==> src/rtl/rca32_addsub.sv <==
// rca32_addsub: ripple-carry adder/subtractor with registered outputs.
// Computes a+b (sub=0) or a-b (sub=1) in two's complement. Results appear one
// clock after the operands are sampled, at a rate of one operation per cycle.
// c32 is the carry out of the top stage. In subtract mode it is the not-borrow
// flag. of is the signed overflow flag.
// Optional build macro RCA32_ZERO_FLAG_EN adds output z. z is a registered
// flag that is set when the result is all zeros.
module rca32_addsub #(
    parameter int WIDTH = 32
) (
    input  logic             clk,
    input  logic             rst,
    input  logic [WIDTH-1:0] a,
    input  logic [WIDTH-1:0] b,
    input  logic             sub,
    output logic [WIDTH-1:0] s,
    output logic             c32,
    output logic             of
`ifdef RCA32_ZERO_FLAG_EN
    ,
    output logic             z
`endif
);

    // One full-adder stage: sum bit.
    function automatic logic fa_sum(input logic x, input logic y, input logic ci);
        return x ^ y ^ ci;
    endfunction

    // One full-adder stage: carry to the next stage.
    function automatic logic fa_carry(input logic x, input logic y, input logic ci);
        return (x & y) | (ci & (x ^ y));
    endfunction

    logic [WIDTH-1:0] b_x_s;      // b, inverted when subtracting
    logic [WIDTH:0]   carry_s;    // carry_s[i] is the carry into stage i
    logic [WIDTH-1:0] sum_s;
    logic             of_s;

    logic [WIDTH-1:0] s_r;
    logic             c32_r;
    logic             of_r;

    // Ripple the carry through the adder chain, one stage at a time (no lookahead).
    always_comb begin
        b_x_s      = b ^ {WIDTH{sub}};
        carry_s    = {(WIDTH+1){1'b0}};
        sum_s      = {WIDTH{1'b0}};
        carry_s[0] = sub;
        for (int i = 0; i < WIDTH; i++) begin
            sum_s[i]       = fa_sum(a[i], b_x_s[i], carry_s[i]);
            carry_s[i + 1] = fa_carry(a[i], b_x_s[i], carry_s[i]);
        end
        // Overflow is detected from the inverted operand b', not from the raw b.
        of_s = (a[WIDTH-1] == b_x_s[WIDTH-1]) && (sum_s[WIDTH-1] != a[WIDTH-1]);
    end

    // Capture result and flags every cycle; reset takes priority and discards the operation.
    always_ff @(posedge clk) begin
        if (rst) begin
            s_r   <= {WIDTH{1'b0}};
            c32_r <= 1'b0;
            of_r  <= 1'b0;
        end else begin
            s_r   <= sum_s;
            c32_r <= carry_s[WIDTH];
            of_r  <= of_s;
        end
    end

    assign s   = s_r;
    assign c32 = c32_r;
    assign of  = of_r;

`ifdef RCA32_ZERO_FLAG_EN
    logic z_r;

    // Register the zero flag in step with the result.
    always_ff @(posedge clk) begin
        if (rst) begin
            z_r <= 1'b0;
        end else begin
            z_r <= (sum_s == {WIDTH{1'b0}});
        end
    end

    assign z = z_r;
`endif

endmodule

==> config.mk <==
export PLATFORM = sky130hd
export DESIGN_NAME = rca32_addsub
export DESIGN_NICKNAME = d
export VERILOG_FILES = /design/src/rtl/rca32_addsub.sv
export SDC_FILE = /design/constraint.sdc
export NUM_CORES = 1
export LEC_CHECK = 0
export ABC_AREA = 1
export CORE_ASPECT_RATIO = 0.6
export CORE_MARGIN = 5
export CORE_UTILIZATION = 30
export DETAILED_ROUTE_END_ITERATION = 16
export PLACE_DENSITY_LB_ADDON = 0.25
export SYNTH_ARGS = -nofsm -noshare
export SYNTH_HDL_FRONTEND = slang
export SYNTH_SLANG_ARGS = --single-unit
==> constraint.sdc <==
create_clock -name clk -period 22.9 [get_ports clk]
set_clock_uncertainty 0.15 [all_clocks]
set_input_delay 3.435 -clock clk [delete_from_list [all_inputs] [get_ports clk]]
set_output_delay 3.435 -clock clk [all_outputs]
set_load 0.03 [all_outputs]
==> flow_summary.html, run 1 <==
<table>
<tr><th>Metric</th><th>Value</th></tr>
<tr><th colspan="2">Outcome</th></tr>
<tr><td>Outcome</td><td>finished clean</td></tr>
<tr><th colspan="2">Synthesis</th></tr>
<tr><td>Flip-flop and latch count after synthesis</td><td>34</td></tr>
<tr><td>Total standard cell area after synthesis</td><td>1980 µm²</td></tr>
<tr><td>Share of the yosys chip area belonging to registers</td><td>34.4%</td></tr>
<tr><td>Top-count cell post-synth</td><td>sky130_fd_sc_hd__inv_1</td></tr>
<tr><td>Net count of the mapped netlist</td><td>282</td></tr>
<tr><td>Cell count after synthesis</td><td>183</td></tr>
<tr><td>Cells taking the most area after synthesis</td><td>sky130_fd_sc_hd__dfxtp_1 (34%), sky130_fd_sc_hd__fa_1 (31%), sky130_fd_sc_hd__xnor2_1 (12%), sky130_fd_sc_hd__inv_1 (7.0%), sky130_fd_sc_hd__nor2_1 (6.6%)</td></tr>
<tr><td>Async set-or-reset flop fraction in the synthesized netlist</td><td>0%</td></tr>
<tr><td>Post-synth EDFFs</td><td>0</td></tr>
<tr><td>Mean post-synth cell area</td><td>10.8 µm²</td></tr>
<tr><td>Yosys warning count</td><td>0</td></tr>
<tr><td>Most used DFF post-synth</td><td>sky130_fd_sc_hd__dfxtp_1</td></tr>
<tr><td>Synth unique cells</td><td>15</td></tr>
<tr><td>Area share of the largest cell type after synthesis</td><td>34.4%</td></tr>
<tr><td>Synth area leader</td><td>sky130_fd_sc_hd__dfxtp_1</td></tr>
<tr><td>Most used standard cells in the synthesized netlist</td><td>sky130_fd_sc_hd__inv_1 (37), sky130_fd_sc_hd__nor2_1 (35), sky130_fd_sc_hd__dfxtp_1 (34), sky130_fd_sc_hd__fa_1 (31), sky130_fd_sc_hd__xnor2_1 (27)</td></tr>
<tr><th colspan="2">Setup path</th></tr>
<tr><td>CP max FO</td><td>32</td></tr>
<tr><td>CP required</td><td>22920 ps</td></tr>
<tr><td>Crit. Startpoint</td><td>sub</td></tr>
<tr><td>Maximum single-stage delay on the critical path</td><td>450 ps</td></tr>
<tr><td>Endpoint arrival time on the critical path</td><td>17060 ps</td></tr>
<tr><td>Startpoint class of the critical path</td><td>primary input</td></tr>
<tr><td>Slowest cell on the critical path</td><td>sky130_fd_sc_hd__fa_1</td></tr>
<tr><td>Worst path buffer plus inverter count</td><td>5</td></tr>
<tr><td>CP Class</td><td>in -&gt; reg</td></tr>
<tr><td>Crit-path leading delay family</td><td>adder cells</td></tr>
<tr><td>Library cell appearing most often on the critical path</td><td>sky130_fd_sc_hd__fa_1</td></tr>
<tr><td>Critical path capture point type</td><td>flip-flop</td></tr>
<tr><th colspan="2">Die</th></tr>
<tr><td>Chip Height</td><td>72.9 µm</td></tr>
<tr><td>Initial Util</td><td>31.6%</td></tr>
<tr><td>DIE WIDTH</td><td>115 µm</td></tr>
<tr><td>Core region area</td><td>6250 µm²</td></tr>
<tr><td>Number of placed I/O pins</td><td>101</td></tr>
<tr><td>Total die area</td><td>8370 µm²</td></tr>
<tr><td>Row count</td><td>22</td></tr>
<tr><th colspan="2">Clocking</th></tr>
<tr><td>Clock-pin slew reported for the worst setup and hold paths after clock tree synthesis</td><td>60 ps</td></tr>
<tr><td>Setup Buffers After CTS</td><td>0</td></tr>
<tr><td>Number of buffers inserted by hold repair at cts</td><td>0</td></tr>
<tr><td>TritonCTS Sinks</td><td>34</td></tr>
<tr><td>CTS buffer count</td><td>5</td></tr>
<tr><td>Clock tree from TritonCTS</td><td>done</td></tr>
<tr><td>Post-cts sizing count</td><td>0</td></tr>
<tr><td>Buffer type at the clock tree root</td><td>sky130_fd_sc_hd__clkbuf_8</td></tr>
<tr><td>CTS H-tree depth</td><td>2</td></tr>
<tr><td>CTS max path bufs</td><td>2</td></tr>
<tr><th colspan="2">Worst hold path</th></tr>
<tr><td>Worst Hold Path EP</td><td>s[0]$_SDFF_PP0_</td></tr>
<tr><td>Source of the worst hold timing path</td><td>a[0]</td></tr>
<tr><td>Hold WC Path Type</td><td>in -&gt; reg</td></tr>
<tr><td>Worst hold stages</td><td>3</td></tr>
<tr><th colspan="2">Global route</th></tr>
<tr><td>Wire length of the first global-routing pass</td><td>7.58 mm</td></tr>
<tr><td>Global-route congestion overflow total</td><td>0</td></tr>
<tr><td>Met1 capacity usage during global routing</td><td>16.4%</td></tr>
<tr><td>Pin count of the biggest net entering global routing</td><td>35</td></tr>
<tr><td>Global-route usage over all layers</td><td>11.8%</td></tr>
<tr><td>Global-route track usage on met2</td><td>16.6%</td></tr>
<tr><td>Met3 track demand over resource</td><td>5.39%</td></tr>
<tr><td>Busiest layer in global routing</td><td>met2</td></tr>
<tr><td>Via count of the first global-routing pass</td><td>1597</td></tr>
<tr><td>Initial antenna violation count</td><td>0</td></tr>
<tr><th colspan="2">Finish</th></tr>
<tr><td>Non-filler instance count after layout</td><td>369</td></tr>
<tr><td>Fraction of layout cells with a size suffix above 1</td><td>3.86%</td></tr>
<tr><td>Antenna cell count</td><td>0</td></tr>
<tr><td>Area growth from synthesis to layout</td><td>57.7%</td></tr>
<tr><td>Final instance area</td><td>3120 µm²</td></tr>
<tr><td>Final standard cell utilization of the core</td><td>49.9%</td></tr>
<tr><td>Net count of the finished layout</td><td>383</td></tr>
<tr><th colspan="2">STA</th></tr>
<tr><td>Setup TNS Final</td><td>0 ps</td></tr>
<tr><td>Final Hold Viols</td><td>0</td></tr>
<tr><td>Relative slew slack</td><td>64.5%</td></tr>
<tr><td>Share of the clock period used by the worst path</td><td>74.4%</td></tr>
<tr><td>Final slew viol count</td><td>0</td></tr>
<tr><td>Setup-violating endpoint count in the final report</td><td>0</td></tr>
<tr><td>Unrepaired setup endpoints after global routing</td><td>false</td></tr>
<tr><td>Worst-Margin Slew</td><td>532 ps</td></tr>
<tr><td>Post-layout min period</td><td>17040 ps</td></tr>
<tr><td>Max frequency</td><td>58.7 MHz</td></tr>
<tr><td>Fin worst setup slack</td><td>5860 ps</td></tr>
<tr><th colspan="2">Detailed routing</th></tr>
<tr><td>Total Wirelength</td><td>4.45 mm</td></tr>
<tr><td>Initial detailed-routing violation count</td><td>42</td></tr>
<tr><td>First-pass iteration count of the detailed router</td><td>4</td></tr>
<tr><td>ANT nets after route</td><td>0</td></tr>
<tr><td>Routed wire per std cell</td><td>12.1 µm</td></tr>
<tr><td>Via count</td><td>1417</td></tr>
<tr><td>Routed via count divided by cell count</td><td>3.84</td></tr>
<tr><td>Count of unresolved DRC violations after routing</td><td>0</td></tr>
<tr><th colspan="2">Placed design</th></tr>
<tr><td>Setup Slack @ Placement</td><td>5470 ps</td></tr>
<tr><td>Port buffer count</td><td>100</td></tr>
<tr><td>Total half-perimeter wirelength after legalization and detailed placement</td><td>3.69 mm</td></tr>
<tr><td>Gp weighted congestion</td><td>0.710</td></tr>
<tr><td>Post-Place Cells</td><td>361</td></tr>
<tr><td>Post-placement cell area</td><td>3010 µm²</td></tr>
<tr><th colspan="2">Power</th></tr>
<tr><td>Max IR drop VDD</td><td>0.0317 mV</td></tr>
<tr><td>Power per Cell Area</td><td>69.2 nW/µm²</td></tr>
<tr><td>Leakage power</td><td>1.32 nW</td></tr>
<tr><th colspan="2">Run</th></tr>
<tr><td>Number of maximum-capacitance violations</td><td>0</td></tr>
</table>
==> worst min-delay path, delay by kind of cell <==
family,cells,cell delay (ps)
buffers and inverters,1,420
AOI/OAI and AO/OA,1,50
and+or+nand+nor,1,70
==> worst max path at each step <==
stage,end,slack (ps),cells past startpoint
floorplan,of$_SDFF_PP0_,6330,39
global route,of$_SDFF_PP0_,5220,40
finish,of$_SDFF_PP0_,5860,39
detailed placement,of$_SDFF_PP0_,5470,39
global placement,of$_SDFF_PP0_,5590,39
CTS,of$_SDFF_PP0_,5740,39
==> report_power, final <==
group          switching [mW]  internal [mW]  total [mW]
clock                  0.0214         0.0326      0.0539
sequential            0.00259         0.0697      0.0723
combinational          0.0465         0.0431      0.0895
total                  0.0705          0.145       0.216
==> layer usage <==
metal / vias to the layer above / part of all wire (%) / wire (µm)
met5: - / 0 / 0
met4: 0 / 0.81 / 36
met3: 4 / 12 / 532
met2: 66 / 42 / 1860
met1: 638 / 45 / 2030
li1: 709 / - / -
==> logic make-up (layout without fill, tap and decap cells) <==
kind of cell	Yosys count	in the layout	synth area share, %
buffers and inverters	45	147	11.1
and+or+nand+nor	39	39	7.41
DFF	34	34	34.4
adders and majority gates	32	32	32.0
xor gates and xnor gates	31	31	14.5
AOI/OAI and AO/OA	2	2	0.506
==> stage by stage <==
stage / power, mW / hold WS [ps]
4_1_cts: 0.220 / 3590
5_1_grt: 0.232 / 3640
2_1_floorplan: 0.126 / 3410
3_5_place_dp: 0.164 / 3890
6_report: 0.216 / 3600
3_3_place_gp: 0.164 / 3880
==> layout by cell type (no fill, tap or decap) <==
| master | count |
|---|---|
| sky130_fd_sc_hd__a21oi_1 | 1 |
| sky130_fd_sc_hd__buf_2 | 1 |
| sky130_fd_sc_hd__buf_4 | 2 |
| sky130_fd_sc_hd__bufinv_16 | 1 |
| sky130_fd_sc_hd__clkbuf_1 | 2 |
| sky130_fd_sc_hd__clkbuf_8 | 5 |
| sky130_fd_sc_hd__clkdlybuf4s50_1 | 99 |
| sky130_fd_sc_hd__dfxtp_1 | 34 |
| sky130_fd_sc_hd__fa_1 | 31 |
| sky130_fd_sc_hd__ha_1 | 1 |
| sky130_fd_sc_hd__inv_1 | 37 |
| sky130_fd_sc_hd__nand2_1 | 4 |
| sky130_fd_sc_hd__nor2_1 | 35 |
| sky130_fd_sc_hd__o21ai_1 | 1 |
| sky130_fd_sc_hd__xnor2_1 | 27 |
| sky130_fd_sc_hd__xnor2_2 | 2 |
| sky130_fd_sc_hd__xor2_1 | 2 |
==> sequential cells by signal (all words and copies together), names as in the netlist <==
register / flops
of: 1
s: 32
c32: 1
==> area by class of cell <==
type	instances	area [µm²]
Clock inverter	1	30.0
Inverter	37	139
Tap cell	84	105
Multi-Input combinational cell	104	1080
Timing Repair Buffer	102	1010
Sequential cell	34	681
Clock buffer	7	76.3
Fill cell	601	3130
Power figures use the tool's default switching activity.
==> run 2, diff against run 1 <==
- clock period: 22.9 -> 14.72 ns (I/O delays scaled with it)
==> run 2 against run 1 <==
Net effect:
- sequential share of layout area decreased by 0.53 points
- count of clock-buffer cells in the layout unchanged
- setup slack got worse by 5400 ps
- combinational power increased by 63%
- sequential power increased by 56%
- die area unchanged
- cell count increased by 0.54%
- cell area increased by 2.5%
- critical path type unchanged
- via count increased by 0.92%
- routed wire length increased by 5.7%
- critical path depth increased by 1
- first-iteration DRC count decreased by 31%
==> flow_summary.html, run 2 (synthesized netlist as in run 1, its figures left out) <==
<table>
<tr><th>Metric</th><th>Value</th></tr>
<tr><th colspan="2">Finish</th></tr>
<tr><td>Flip-flop count of the largest register after layout</td><td>32</td></tr>
<tr><td>Antenna cell count</td><td>0</td></tr>
<tr><td>Net count of the finished layout</td><td>385</td></tr>
<tr><td>Area growth from synthesis to layout</td><td>61.6%</td></tr>
<tr><td>Fraction of layout cells with a size suffix above 1</td><td>16.4%</td></tr>
<tr><td>Non-filler instance count after layout</td><td>371</td></tr>
<tr><td>Leading cell type in the layout, fill and taps excluded</td><td>sky130_fd_sc_hd__clkdlybuf4s50_1</td></tr>
<tr><td>Most frequent cells in the layout</td><td>sky130_fd_sc_hd__clkdlybuf4s50_1 (98), sky130_fd_sc_hd__nor2_1 (35), sky130_fd_sc_hd__inv_1 (34), sky130_fd_sc_hd__dfxtp_1 (34), sky130_fd_sc_hd__fa_2 (30)</td></tr>
<tr><td>Fill cells</td><td>593</td></tr>
<tr><th colspan="2">Power</th></tr>
<tr><td>Max IR drop VDD</td><td>0.0422 mV</td></tr>
<tr><td>Net switching power</td><td>113 µW</td></tr>
<tr><td>Internal Power</td><td>217 µW</td></tr>
<tr><td>Clk network pwr share</td><td>21.5%</td></tr>
<tr><td>Comb power frac</td><td>44.3%</td></tr>
<tr><td>Part of the power in registers</td><td>34.2%</td></tr>
<tr><td>Power per Cell Area</td><td>103 nW/µm²</td></tr>
<tr><td>Leakage power</td><td>1.31 nW</td></tr>
<tr><td>Proportion of total power due to net switching</td><td>34.1%</td></tr>
<tr><th colspan="2">Detailed routing</th></tr>
<tr><td>Total Wirelength</td><td>4.71 mm</td></tr>
<tr><td>Routed via count divided by cell count</td><td>3.85</td></tr>
<tr><td>Count of unresolved DRC violations after routing</td><td>0</td></tr>
<tr><td>First-pass iteration count of the detailed router</td><td>4</td></tr>
<tr><td>ANT nets after route</td><td>0</td></tr>
<tr><td>Via count</td><td>1430</td></tr>
<tr><td>Routed wire per std cell</td><td>12.7 µm</td></tr>
<tr><td>Initial detailed-routing violation count</td><td>29</td></tr>
<tr><th colspan="2">Die</th></tr>
<tr><td>Total die area</td><td>8370 µm²</td></tr>
<tr><td>Core region area</td><td>6250 µm²</td></tr>
<tr><td>DIE WIDTH</td><td>115 µm</td></tr>
<tr><td>Number of placed I/O pins</td><td>101</td></tr>
<tr><td>Row count</td><td>22</td></tr>
<tr><td>Initial Util</td><td>31.6%</td></tr>
<tr><td>Chip Height</td><td>72.9 µm</td></tr>
<tr><th colspan="2">Global route</th></tr>
<tr><td>Global-route track usage on met2</td><td>18.2%</td></tr>
<tr><td>Wire length of the first global-routing pass</td><td>7.73 mm</td></tr>
<tr><td>Global-route usage over all layers</td><td>12.1%</td></tr>
<tr><td>Via count of the first global-routing pass</td><td>1619</td></tr>
<tr><td>Met3 track demand over resource</td><td>5.97%</td></tr>
<tr><td>Met1 capacity usage during global routing</td><td>15.7%</td></tr>
<tr><td>Initial antenna violation count</td><td>0</td></tr>
<tr><td>Busiest layer in global routing</td><td>met2</td></tr>
<tr><td>Pin count of the biggest net entering global routing</td><td>35</td></tr>
<tr><td>Global-route congestion overflow total</td><td>0</td></tr>
<tr><th colspan="2">Clocking</th></tr>
<tr><td>Clock tree from TritonCTS</td><td>done</td></tr>
<tr><td>Number of buffers inserted by hold repair at cts</td><td>0</td></tr>
<tr><td>CTS H-tree depth</td><td>2</td></tr>
<tr><td>Clock-pin slew reported for the worst setup and hold paths after clock tree synthesis</td><td>70 ps</td></tr>
<tr><td>CTS buffer count</td><td>5</td></tr>
<tr><td>Buffer type at the clock tree root</td><td>sky130_fd_sc_hd__clkbuf_8</td></tr>
<tr><td>CTS max path bufs</td><td>2</td></tr>
<tr><td>TritonCTS Sinks</td><td>34</td></tr>
<tr><th colspan="2">Worst hold path</th></tr>
<tr><td>Hold WC Path Type</td><td>in -&gt; reg</td></tr>
<tr><td>Source of the worst hold timing path</td><td>a[0]</td></tr>
<tr><td>Worst hold stages</td><td>3</td></tr>
<tr><td>Worst Hold Path EP</td><td>s[0]$_SDFF_PP0_</td></tr>
<tr><th colspan="2">STA</th></tr>
<tr><td>Post-layout min period</td><td>14290 ps</td></tr>
<tr><td>Final Hold Viols</td><td>0</td></tr>
<tr><td>Unrepaired setup endpoints after global routing</td><td>false</td></tr>
<tr><td>Relative slew slack</td><td>76.0%</td></tr>
<tr><td>Final slew viol count</td><td>0</td></tr>
<tr><td>Post-route worst hold slack</td><td>2070 ps</td></tr>
<tr><td>Setup-violating endpoint count in the final report</td><td>0</td></tr>
<tr><td>Max frequency</td><td>70.0 MHz</td></tr>
<tr><td>Fin worst setup slack</td><td>426 ps</td></tr>
<tr><td>Worst-Margin Slew</td><td>360 ps</td></tr>
<tr><td>Share of the clock period used by the worst path</td><td>97.1%</td></tr>
<tr><th colspan="2">Setup path</th></tr>
<tr><td>Critical path capture point type</td><td>flip-flop</td></tr>
<tr><td>CP max FO</td><td>3</td></tr>
<tr><td>Library cell appearing most often on the critical path</td><td>sky130_fd_sc_hd__fa_2</td></tr>
<tr><td>CP required</td><td>14790 ps</td></tr>
<tr><td>Slowest cell on the critical path</td><td>sky130_fd_sc_hd__clkdlybuf4s50_1</td></tr>
<tr><td>Maximum single-stage delay on the critical path</td><td>440 ps</td></tr>
<tr><td>Endpoint arrival time on the critical path</td><td>14370 ps</td></tr>
<tr><td>Startpoint class of the critical path</td><td>primary input</td></tr>
<tr><td>CP Class</td><td>in -&gt; reg</td></tr>
<tr><th colspan="2">Placed design</th></tr>
<tr><td>Gp weighted congestion</td><td>0.704</td></tr>
<tr><td>Total half-perimeter wirelength after legalization and detailed placement</td><td>3.83 mm</td></tr>
<tr><td>Port buffer count</td><td>100</td></tr>
<tr><td>Post-Place Cells</td><td>363</td></tr>
<tr><td>Setup Slack @ Placement</td><td>-667 ps</td></tr>
<tr><th colspan="2">Run</th></tr>
<tr><td>Number of maximum-capacitance violations</td><td>0</td></tr>
<tr><th colspan="2">Outcome</th></tr>
<tr><td>Outcome</td><td>finished clean</td></tr>
</table>
[run 2: power groups by stage]
stage	sequential (mW)	combinational, mW	clock [mW]
final	0.113	0.146	0.0709
after global routing	0.115	0.162	0.0767
after CTS	0.113	0.147	0.0744
after detailed placement	0.115	0.144	0
after global placement	0.114	0.143	0
after floorplan	0.148	0.0500	0
[run 2: worst max path at each step]
stage               startpoint            end  slack, ps  cells after the start
detailed placement        a[0]  of$_SDFF_PP0_       -670                     40
floorplan                  sub  of$_SDFF_PP0_         30                     39
global route              b[0]  of$_SDFF_PP0_          4                     39
global placement          a[0]  of$_SDFF_PP0_       -580                     40
CTS                       a[0]  of$_SDFF_PP0_         30                     40
finish                    b[0]  of$_SDFF_PP0_        430                     40
[run 2: per-stage QoR]
step | utilization, % | power, mW | cell area (µm²) | TNS (ps)
4_1_cts | 50.9 | 0.334 | 3180 | 0
3_3_place_gp | 49.0 | 0.258 | 3060 | -1400
6_report | 51.1 | 0.330 | 3200 | 0
5_1_grt | 51.1 | 0.353 | 3200 | 0
2_1_floorplan | - | 0.198 | 2010 | 0
3_5_place_dp | 49.0 | 0.259 | 3060 | -1750
[run 2: worst max-delay path, delay by kind of cell]
kind / cells / cell delay (ps)
AOI/OAI and AO/OA: 1 / 80
adders and majority gates: 31 / 11160
buffers and inverters: 4 / 610
and+or+nand+nor: 4 / 300
[run 2: cell type report]
| class | instances | area, µm² | share of cell area (%) |
|---|---|---|---|
| clock buffers | 7 | 86.3 | 2.70 |
| clock inverters | 1 | 5.00 | 0.157 |
| inverters | 37 | 139 | 4.35 |
| multi-input cells | 104 | 1150 | 36.0 |
| flip-flops and latches | 34 | 681 | 21.3 |
| well taps | 84 | 105 | 3.29 |
| repair buffers | 104 | 1030 | 32.2 |
[run 2: timing repair]
action	4_1_cts	5_1_grt
endpoints found under the hold margin	0	0
pin swaps	4	4
setup buffers	0	0
gates resized for setup	12	9
endpoints found under the setup margin	3	3
[run 2: per-layer routing]
| metal | part of all wire (%) | routed length (µm) | vias up |
|---|---|---|---|
| met3 | 11 | 540 | 5 |
| met2 | 43 | 2020 | 60 |
| met5 | 0 | 0 | - |
| met1 | 45 | 2110 | 654 |
| li1 | - | - | 711 |
| met4 | 0.93 | 44 | 0 |
